File: src/rtl/seg7_scan_driver.sv
// seg7_scan_driver: time-multiplexes four 5-bit character codes onto a
// 4-digit common-anode 7-segment display. Features:
//   - a dark window at the start of every digit slot to hide ghosting;
//   - shadow registers that latch only at the frame boundary;
//   - per-digit blinking.
// All outputs are registered, so each one reflects the previous cycle's
// counter and shadow state.
module seg7_scan_driver #(
  parameter int REFRESH_DIV  = 100_000,
  parameter int BLANK_CYCLES = 1_000,
  parameter int BLINK_DIV    = 50_000_000
) (
  input  logic        clk,
  input  logic        reset,
  input  logic        en,
  input  logic [19:0] seg_data,
  input  logic [3:0]  dp_data,
  input  logic [3:0]  blink_mask,
  output logic [3:0]  an,
  output logic [6:0]  seg,
  output logic        dp,
  output logic        frame_start
);

  localparam int SW = $clog2(REFRESH_DIV);
  localparam int BW = (BLINK_DIV > 1) ? $clog2(BLINK_DIV) : 1;
  localparam logic [SW-1:0] SLOT_LAST  = SW'(REFRESH_DIV - 1);
  localparam logic [SW-1:0] BLANK_LIM  = SW'(BLANK_CYCLES);
  localparam logic [BW-1:0] BLINK_LAST = BW'(BLINK_DIV - 1);

  // Character decode, active-high {g,f,e,d,c,b,a}; unknown codes are blank.
  function automatic logic [6:0] decode(input logic [4:0] code);
    logic [6:0] p;
    case (code)
      5'd0:    p = 7'h3F;
      5'd1:    p = 7'h06;
      5'd2:    p = 7'h5B;
      5'd3:    p = 7'h4F;
      5'd4:    p = 7'h66;
      5'd5:    p = 7'h6D;
      5'd6:    p = 7'h7D;
      5'd7:    p = 7'h07;
      5'd8:    p = 7'h7F;
      5'd9:    p = 7'h6F;
      5'd10:   p = 7'h40;
      5'd15:   p = 7'h3E;
      5'd16:   p = 7'h73;
      5'd17:   p = 7'h5C;
      5'd19:   p = 7'h5E;
      5'd20:   p = 7'h54;
      default: p = 7'h00;
    endcase
    return p;
  endfunction

  logic [SW-1:0]  slot_cnt_q, slot_cnt_d;
  logic [1:0]     digit_idx_q, digit_idx_d;
  logic [BW-1:0]  blink_cnt_q, blink_cnt_d;
  logic           blink_phase_q, blink_phase_d;
  logic [3:0][4:0] sh_char_q;
  logic [3:0]     sh_dp_q, sh_blink_q;
  logic [3:0]     an_q, an_d;
  logic [6:0]     seg_q, seg_d;
  logic           dp_q, dp_d;
  logic           frame_start_q;
  logic           slot_wrap, blink_wrap, frame_load, blank_win;

  // Next-state for the slot, digit and blink counters plus the frame-boundary strobe.
  always_comb begin
    slot_wrap     = (slot_cnt_q == SLOT_LAST);
    slot_cnt_d    = slot_wrap ? '0 : slot_cnt_q + SW'(1);
    digit_idx_d   = slot_wrap ? digit_idx_q + 2'd1 : digit_idx_q;
    blink_wrap    = (blink_cnt_q == BLINK_LAST);
    blink_cnt_d   = blink_wrap ? '0 : blink_cnt_q + BW'(1);
    blink_phase_d = blink_phase_q ^ blink_wrap;
    frame_load    = slot_wrap && (digit_idx_q == 2'd3);
  end

  // Output selection from the current counters and shadow contents.
  always_comb begin
    blank_win = (slot_cnt_q < BLANK_LIM);
    an_d      = 4'b1111;
    seg_d     = 7'h7F;
    dp_d      = 1'b1;
    if (en && !blank_win) begin
      an_d = ~(4'b0001 << digit_idx_q);
      if (!(sh_blink_q[digit_idx_q] && blink_phase_q)) begin
        seg_d = ~decode(sh_char_q[digit_idx_q]);
        dp_d  = ~sh_dp_q[digit_idx_q];
      end
    end
  end

  // Counters, shadow latch and output registers; reset returns everything to a blank display.
  always_ff @(posedge clk) begin
    if (reset) begin
      slot_cnt_q    <= '0;
      digit_idx_q   <= 2'd0;
      blink_cnt_q   <= '0;
      blink_phase_q <= 1'b0;
      sh_char_q     <= '1;
      sh_dp_q       <= 4'b0000;
      sh_blink_q    <= 4'b0000;
      an_q          <= 4'b1111;
      seg_q         <= 7'h7F;
      dp_q          <= 1'b1;
      frame_start_q <= 1'b0;
    end else begin
      slot_cnt_q    <= slot_cnt_d;
      digit_idx_q   <= digit_idx_d;
      blink_cnt_q   <= blink_cnt_d;
      blink_phase_q <= blink_phase_d;
      if (frame_load) begin
        sh_char_q  <= seg_data;
        sh_dp_q    <= dp_data;
        sh_blink_q <= blink_mask;
      end
      an_q          <= an_d;
      seg_q         <= seg_d;
      dp_q          <= dp_d;
      frame_start_q <= frame_load;
    end
  end

  assign an          = an_q;
  assign seg         = seg_q;
  assign dp          = dp_q;
  assign frame_start = frame_start_q;

endmodule

File: config.mk
export PLATFORM = sky130hd
export DESIGN_NAME = seg7_scan_driver
export DESIGN_NICKNAME = d
export VERILOG_FILES = /design/src/rtl/seg7_scan_driver.sv
export SDC_FILE = /design/constraint.sdc
export NUM_CORES = 1
export LEC_CHECK = 0
export BUFFER_PORTS_ARGS = -buffer_cell sky130_fd_sc_hd__buf_2
export CORE_MARGIN = 4
export CORE_UTILIZATION = 45
export CTS_BUF_LIST = sky130_fd_sc_hd__clkbuf_4 sky130_fd_sc_hd__clkbuf_8
export CTS_CLUSTER_SIZE = 20
export DETAILED_ROUTE_END_ITERATION = 8
export PLACE_DENSITY = 0.75
export REMOVE_ABC_BUFFERS = 1
export SLEW_MARGIN = 20
export SYNTH_ARGS = -nofsm -noshare
export SYNTH_HDL_FRONTEND = slang
export SYNTH_SLANG_ARGS = --single-unit
File: constraint.sdc
create_clock -name clk -period 2.5 [get_ports clk]
set_input_delay 0.125 -clock clk [delete_from_list [all_inputs] [get_ports clk]]
set_output_delay 0.125 -clock clk [all_outputs]
set_load 0.03 [all_outputs]
==> results.yml, run 1 <==
status:
  outcome: "finished clean"
clock_network:
  cts_resized: 0
  clk_path_buf_depth: 2
  cts_sinks: 87
  htree_levels: 3
  clk_latency_ps: 360
  cts_buffers: 9
  cts_setup_buffers: 0
  cts_root_buffer: "clkbuf_8"
  cts_tree: "yes"
  clk_pin_slew_ps: 100
  ctsHoldBuffers: 0
cells_and_area:
  final_nets: 536
  fin_util_pct: 51.22
  multi_input_area_um2: 2261
  syn_to_final_growth_pct: 11.06
  insertedDiodeCount: 0
  drive_above_1_share_pct: 17.84
  ff_latch_area_um2: 1742
  fillCellCount: 840
yosys:
  ys_warn_count: 0
  netlist_instances: 472
  synth-edff-count: 0
  yosysUniqueCellTypes: 48
  ys_ff_latch: 87
  synth_area_leaders: "dfxtp_1 (41%), o31ai_1 (4.2%), mux4_2 (3.7%), a21oi_1 (3.5%), nor4_1 (3.4%)"
  synth_top_area_share_pct: 41.06
  ys.flop_type: "dfxtp_1"
  ys_seq_area_share_pct: 41.06
  ys_async_sr_fraction_pct: 0
  netlist_area_um2: 4242
  synth_top_cell_by_area: "dfxtp_1"
  synth_area_per_cell_um2: 8.986
worst_hold_path:
  hp-class: "in2reg"
setup_path:
  crit_arrival_ps: 2550
  path_cells: "or4_4 -> or4_4 -> buf_4 -> o31ai_1 -> a21oi_1"
  crit_family: "simple AND/OR/NAND/NOR gates"
  crit_required_ps: 2730
  cp_max_fo: 25
  worst_path_largest_cell_delay_ps: 710
  cp-start-kind: "flip-flop"
  crit_path_top_delay_cell: "or4_4"
  worstPathBufferInverterCount: 1
  critical_path_class: "reg2reg"
  critPathMostFrequentCell: "or4_4"
  critPathCaptureType: "flip-flop"
global_route:
  track_usage_pct: 17.11
  grt_pass1_wl_um: 15810
  grt_max_degree: 33
  overflow: 0
  grt_pass1_vias: 3360
  antenna_found_initial: 0
floorplanning:
  die_h_um: 105.1
  start_util_pct: 46.12
  rows: 35
  ioPinCount: 44
  die_w_um: 105.1
  die_area_um2: 11040
  core_area_um2: 9196
run:
  cap_violations: 0
drt:
  drtPass1Iterations: 5
  first_iter_violations: 269
  routedWlPerCell_um: 15.54
  antenna_left: 0
  drcViolationCount: 0
  wl_um: 9482
  via_count: 3603
  routed_via_density: 5.907
sta:
  rsz0062_at_grt: "no"
  fin_crit_sh_pct: 92.69
  skew_ps: 15.21
  drv_slew: 0
  max_slew.worst_pin.slew_ps: 934.6
  clock.fmax_ghz: 0.4315
  slew_headroom_pct: 37.62
  report.final.setup_viol: 0
  post-route-min-period_ps: 2317
  hold_viol: 0
place:
  dp_hpwl_um: 6350
  numPortBuffers: 43
  gp_congestion: 0.8462
power:
  power_mw: 2.579
  leakagePower_nw: 1.625
  vdd_ir_drop_max_uv: 319.8
  powerDensity_nw_per_um2: 547.4
synthesized netlist by cell type (all sizes together), types with 14 or more instances:
master	instances
nand2	20
inv	15
o31ai	24
nor2	27
a31oi	21
xor2	14
nand4	19
clkbuf	30
a21oi	30
nor4	25
nand3	18
dfxtp	87
o21ai	33
or4	19
placed cells by master (no fill, tap or decap), drive strengths merged, types with 5 or more instances in the layout:
| master | n |
|---|---|
| nand4 | 19 |
| buf | 52 |
| inv | 16 |
| nor2 | 27 |
| and3 | 5 |
| mux4 | 7 |
| dfxtp | 87 |
| or4 | 19 |
| nand3 | 18 |
| o21ai | 33 |
| or3 | 6 |
| mux2i | 6 |
| xnor2 | 7 |
| ha | 11 |
| clkbuf | 10 |
| o31ai | 24 |
| nand2 | 20 |
| xor2 | 14 |
| a31oi | 21 |
| a21oi | 30 |
| nor4 | 25 |
per-layer routing:
layer	share of wire, %	vias to the layer above	GRT usage, %
li1	-	1812	-
met1	46	1685	23.24
met2	48	95	27.41
met3	5.1	11	4.571
met4	1.1	0	3.561
met5	0	-	0
path summary, 6_finish.rpt:
path	startpoint	cells after the start	endpoint	slack, ps
setup reg to reg	slot_cnt_q[14]	5	sh_blink_q[1]	180
setup / recovery	slot_cnt_q[14]	5	sh_blink_q[1]	180
hold reg to reg	slot_cnt_q[0]	1	slot_cnt_q[0]	450
hold / removal	seg_data[6]	3	sh_char_q[6]	20
kinds of logic (layout without fill, tap and decap cells):
group / count (synthesis) / in the layout / synth area share [%]
mux: 15 / 15 / 5.664
simple gates: 161 / 161 / 22.04
fa+ha+maj: 11 / 11 / 3.245
compound gates: 121 / 121 / 17.64
flops: 87 / 87 / 41.06
xor+xnor: 21 / 21 / 4.336
buf+inv: 56 / 83 / 6.018
report_power, final:
part | switching [mW] | internal [mW] | leakage, nW
Sequential | 0.00693 | 1.39 | 0.703
Combinational | 0.0424 | 0.0316 | 0.812
Clock | 0.510 | 0.595 | 0.109
Total | 0.560 | 2.02 | 1.62
through the flow:
stage          hold WS (ps)  setup slack (ps)  instances  cell area (µm²)  setup TNS, ps
4_1_cts               5.216             182.3        610             4711              0
5_1_grt               7.954             56.10        610             4711              0
2_1_floorplan         194.1             -1025        431             4043         -30890
3_5_place_dp          394.1             204.7        594             4481              0
6_report              16.15             182.7        610             4711              0
3_3_place_gp          382.8             270.2        594             4481              0
worst register-to-register path: cells and delay by family (launching register included):
kind / cells / cell delay, ps
DFF: 1 / 350
buffers and inverters: 1 / 240
AOI/OAI and AO/OA: 2 / 340
and+or+nand+nor: 2 / 1270
state kept, by name (all words and copies together) (netlist names):
signal and flops:
an 4, blink_cnt_q 26, blink_phase_q 1, digit_idx_q 2
dp 1, frame_start 1, seg 7, sh_blink_q 4
sh_char_q 20, sh_dp_q 4, slot_cnt_q 17
final cells by class:
| cell class | instances | share of cell area (%) |
|---|---|---|
| Clock buffer | 10 | 2.922 |
| Clock inverter | 6 | 1.965 |
| Sequential cell | 87 | 36.97 |
| Tap cell | 111 | 2.948 |
| Inverter | 15 | 1.195 |
| Multi-Input combinational cell | 329 | 47.99 |
| Timing Repair Buffer | 52 | 6.003 |
(Power assumes the default switching activity.)
==> run 2: changes to the inputs <==
Settings changed: CORE_MARGIN 4 to unset, CORE_UTILIZATION 45 to 40, PLACE_DENSITY 0.75 to 0.69.
==> results.yml, run 2 (synthesis results as in run 1) <==
drt:
  wl_met1_um: 4394
  via_count: 3656
  antenna_left: 0
  drtPass1Iterations: 4
  wl_met2_um: 4647
  drcViolationCount: 0
  wl_um: 9540
  first_iter_violations: 183
  top_layer_used: "met4"
  dr_wl_met3_um: 389
  routed_via_density: 5.730
  routedWlPerCell_um: 14.95
setup_path:
  path_cells: "or4_4 -> or4_4 -> buf_4 -> o31ai_1 -> a21oi_1"
  crit_family: "simple AND/OR/NAND/NOR gates"
  critical_path_class: "reg2reg"
  r2r_start: "slot_cnt_q[12]"
  cp-start-kind: "flip-flop"
  worst_path_largest_cell_delay_ps: 700
  worstPathBufferInverterCount: 1
  cp_max_fo: 25
  r2r_slack_ps: 200
  critPathCaptureType: "flip-flop"
  crit_arrival_ps: 2540
  ff2ff_path_depth: 5
  reg2reg_to: "sh_dp_q[2]"
  crit_path_top_delay_cell: "or4_4"
  crit_required_ps: 2750
  critPathMostFrequentCell: "or4_4"
global_route:
  grt_pass1_vias: 3459
  overflow: 0
  track_usage_pct: 18.05
  grt_pass1_wl_um: 16170
  antenna_found_initial: 0
  grt_max_degree: 33
power:
  clockPowerShare_pct: 47.1
  internal-power_mw: 2.203
  powerDensity_nw_per_um2: 579.7
  vdd_ir_drop_max_uv: 402.4
  p_comb_share_pct: 2.7
  p_sw_mw: 0.5849
  seqPwrFrac_pct: 50.2
  swShare_pct: 20.98
  leakagePower_nw: 1.667
floorplanning:
  die_area_um2: 11020
  die_h_um: 105.0
  ioPinCount: 44
  start_util_pct: 41.09
  die_w_um: 105.0
  core_area_um2: 10320
  rows: 37
place:
  numPortBuffers: 43
  pre_cts_slack_ps: 213.8
  gp_congestion: 0.8085
  dp_hpwl_um: 6503
  dp_cells: 621
sta:
  tns_ps: 0
  slew_headroom_pct: 39.13
  skew_ps: 21.95
  clock.fmax_ghz: 0.4356
  fin_crit_sh_pct: 91.83
  rsz0062_at_grt: "no"
  post-route-min-period_ps: 2296
  max_slew.worst_pin.slew_ps: 912.0
  setup_slack_ps: 204.2
  drv_slew: 0
  hold_ws_ps: 4.497
  report.final.setup_viol: 0
  hold_viol: 0
cells_and_area:
  drive_above_1_share_pct: 18.13
  largestRegisters: "blink_cnt_q x26, sh_char_q x20, slot_cnt_q x17"
  insertedDiodeCount: 0
  largest_reg_flops: 26
  final_nets: 539
  most-common-layout-cells: "dfxtp_1 (87), buf_2 (43), a21oi_1 (30)"
  ff_latch_area_um2: 1742
  syn_to_final_growth_pct: 13.39
  final_common_cell: "dfxtp_1"
  regMostFlops: "blink_cnt_q"
  fillCellCount: 994
  instances_no_fill: 638
  multi_input_area_um2: 2261
clock_network:
  cts_tree: "yes"
  cts_sinks: 87
  clk_path_buf_depth: 2
  clk_pin_slew_ps: 100
  cts_resized: 0
  cts_root_buffer: "clkbuf_8"
  cts_buffers: 9
  clk_latency_ps: 370
  htree_levels: 3
worst_hold_path:
  hp-class: "in2reg"
  whs_endpoint: "sh_char_q[16]"
  worstHoldStart: "seg_data[16]"
  hold_depth: 3
run:
  cap_violations: 0
status:
  outcome: "finished clean"
## run 2: per-stage QoR
step / util [%] / area, µm² / total power, mW
after global routing: 46.59 / 4810 / 2.875
after CTS: 46.59 / 4810 / 2.817
after global placement: 43.85 / 4527 / 1.503
final: 46.59 / 4810 / 2.788
after floorplan: - / 4043 / 1.460
after detailed placement: 43.85 / 4527 / 1.506
## run 2: layer usage
layer  track usage [%]  vias to the layer above
li1                  -                     1821
met2             30.46                       87
met4             5.332                        0
met3             3.868                       11
met5                 0                        -
met1             23.10                     1737
## run 2: power groups by stage
stage               Combinational [mW]  Sequential (mW)  Clock (mW)
floorplan                       0.0293             1.43           0
global placement                0.0714             1.43           0
detailed placement              0.0732             1.43           0
CTS                             0.0747             1.40        1.34
global route                    0.0830             1.40        1.39
finish                          0.0740             1.40        1.31
## run 2: worst reg2reg max path, stage by stage, from the launching register on
cell and delay [ps]:
dfxtp_1 370, or4_4 550, or4_4 700, buf_4 240, o31ai_1 220, a21oi_1 100
## run 2: worst max-delay path by stage
stage,startpoint,end,slack (ps),cells past startpoint
detailed placement,slot_cnt_q[12],slot_cnt_q[4],210,4
global placement,slot_cnt_q[14],sh_blink_q[3],290,5
CTS,slot_cnt_q[12],slot_cnt_q[4],200,4
floorplan,slot_cnt_q[14],sh_char_q[0],-1020,4
global route,slot_cnt_q[12],sh_blink_q[3],90,5
finish,slot_cnt_q[12],sh_dp_q[2],200,5
## run 2: repair_timing
item,CTS,global route
hold endpoints to repair,1,0
hold buffers,1,0
setup buffers,0,0
## run 2: area by class of cell
class / instances / area share, %
clock inverters: 7 / 3.096
multi-input cells: 329 / 47.01
inverters: 15 / 1.171
repair buffers: 55 / 6.400
flip-flops and latches: 87 / 36.21
clock buffers: 9 / 2.575
well taps: 136 / 3.538
==> run 3: changes to the inputs <==
Settings changed: CORE_MARGIN set to 2, CTS_CLUSTER_DIAMETER set to 80.
==> results.yml, run 3 (synthesis results as in run 1) <==
status:
  outcome: "finished clean"
sta:
  rsz0062_at_grt: "no"
  setup_slack_ps: 235.1
  slew_headroom_pct: 37.86
  skew_ps: 20.24
  drv_slew: 0
  fin_crit_sh_pct: 90.60
  clock.fmax_ghz: 0.4415
  hold_viol: 0
  hold_ws_ps: 19.88
  report.final.setup_viol: 0
  post-route-min-period_ps: 2265
  max_slew.worst_pin.slew_ps: 931.1
clock_network:
  cts_sinks: 87
  cts_tree: "yes"
  clk_path_buf_depth: 2
  cts_buffers: 9
  cts_root_buffer: "clkbuf_8"
  clk_pin_slew_ps: 100
  htree_levels: 3
  clk_latency_ps: 370
  cts_setup_buffers: 0
drt:
  via_count: 3645
  drtPass1Iterations: 4
  wl_um: 9416
  antenna_left: 0
  routed_via_density: 5.713
  first_iter_violations: 261
  routedWlPerCell_um: 14.76
  drcViolationCount: 0
cells_and_area:
  fin_area_um2: 4718
  multi_input_area_um2: 2261
  largestRegisters: "blink_cnt_q x26, sh_char_q x20, slot_cnt_q x17"
  final_nets: 539
  drive_above_1_share_pct: 18.13
  most-common-layout-cells: "dfxtp_1 (87), buf_2 (43), a21oi_1 (30)"
  syn_to_final_growth_pct: 11.24
  ff_latch_area_um2: 1742
  fillCellCount: 992
  insertedDiodeCount: 0
  final_common_cell: "dfxtp_1"
  instances_no_fill: 638
  largest_reg_flops: 26
  regMostFlops: "blink_cnt_q"
setup_path:
  critPathCaptureType: "flip-flop"
  critical_path_class: "reg2reg"
  cp_max_fo: 18
  cp-start-kind: "flip-flop"
  crit_required_ps: 2740
  crit_arrival_ps: 2500
global_route:
  track_usage_pct: 17.24
  antenna_found_initial: 0
  gr-usage-met2_pct: 27.71
  grt_pass1_vias: 3371
  grt_pass1_wl_um: 15950
  grt-busiest-layer: "met2"
  grt_max_degree: 33
  use_met1_pct: 22.96
  use_met3_pct: 4.742
  overflow: 0
power:
  internal-power_mw: 1.809
  seqPwrFrac_pct: 58.6
  p_sw_mw: 0.5805
  p_comb_share_pct: 3.1
  clockPowerShare_pct: 38.4
  powerDensity_nw_per_um2: 506.4
  leakagePower_nw: 1.617
  vdd_ir_drop_max_uv: 342.7
  swShare_pct: 24.29
place:
  numPortBuffers: 43
  dp_cells: 621
  pre_cts_slack_ps: 255.1
  gp_congestion: 0.8180
  dp_hpwl_um: 6276
  place_area_um2: 4527
floorplanning:
  start_util_pct: 41.09
  rows: 37
  die_area_um2: 11440
  core_area_um2: 10320
  die_h_um: 107.0
  ioPinCount: 44
  die_w_um: 107.0
run:
  cap_violations: 0
worst_hold_path:
  hp-class: "in2reg"
-- run 3: changes by cell type in the layout (fill, tap and decap cells not counted) --
cell,delta
inv_8,-1
inv_6,+1
clkinv_4,+1
bufinv_16,-4
clkinvlp_4,+2
clkbuf_4,+1
-- run 3: final cells by class --
| class | instances | share of cell area [%] |
|---|---|---|
| clock buffer | 10 | 2.784 |
| timing repair buffer | 55 | 6.523 |
| sequential | 87 | 36.91 |
| inverter | 15 | 1.193 |
| clock inverter | 6 | 1.061 |
| tap | 136 | 3.606 |
| multi-input combinational | 329 | 47.92 |
-- run 3: final timing paths --
check | cells after the start | startpoint | endpoint | slack [ps]
hold reg to reg | 1 | slot_cnt_q[0] | slot_cnt_q[0] | 440
hold / removal | 3 | seg_data[16] | sh_char_q[16] | 20
setup / recovery | 4 | slot_cnt_q[12] | slot_cnt_q[7] | 240
setup reg to reg | 4 | slot_cnt_q[12] | slot_cnt_q[7] | 240
-- run 3: routing by layer --
metal  share of wire (%)  vias to the layer above
met1                  47                     1744
met5                   0                        -
met2                  48                       77
li1                    -                     1814
met3                 3.4                       10
met4                0.91                        0
-- run 3: stage by stage --
stage	utilization (%)	power, mW	setup TNS [ps]
after floorplan	-	1.460	-30890
after CTS	45.61	2.423	0
final	45.70	2.390	0
after global placement	43.85	1.504	0
after detailed placement	43.85	1.505	0
after global routing	45.70	2.492	0
-- run 3: critical path, stage by stage, from the launching register on --
cell,delay (ps)
dfxtp_1,370
or4_4,550
or4_4,670
o21ai_4,440
nor2_1,100
-- run 3: timing repair --
action	in CTS	in global routing
resized for setup	0	0
hold buffers	0	1
hold endpoints to repair	0	1
-- run 3: power by group through the flow --
stage / logic (mW) / registers (mW) / clock network [mW]
after floorplan: 0.0293 / 1.43 / 0
after global placement: 0.0730 / 1.43 / 0
after detailed placement: 0.0731 / 1.43 / 0
after CTS: 0.0735 / 1.40 / 0.950
after global routing: 0.0819 / 1.40 / 1.01
final: 0.0736 / 1.40 / 0.917
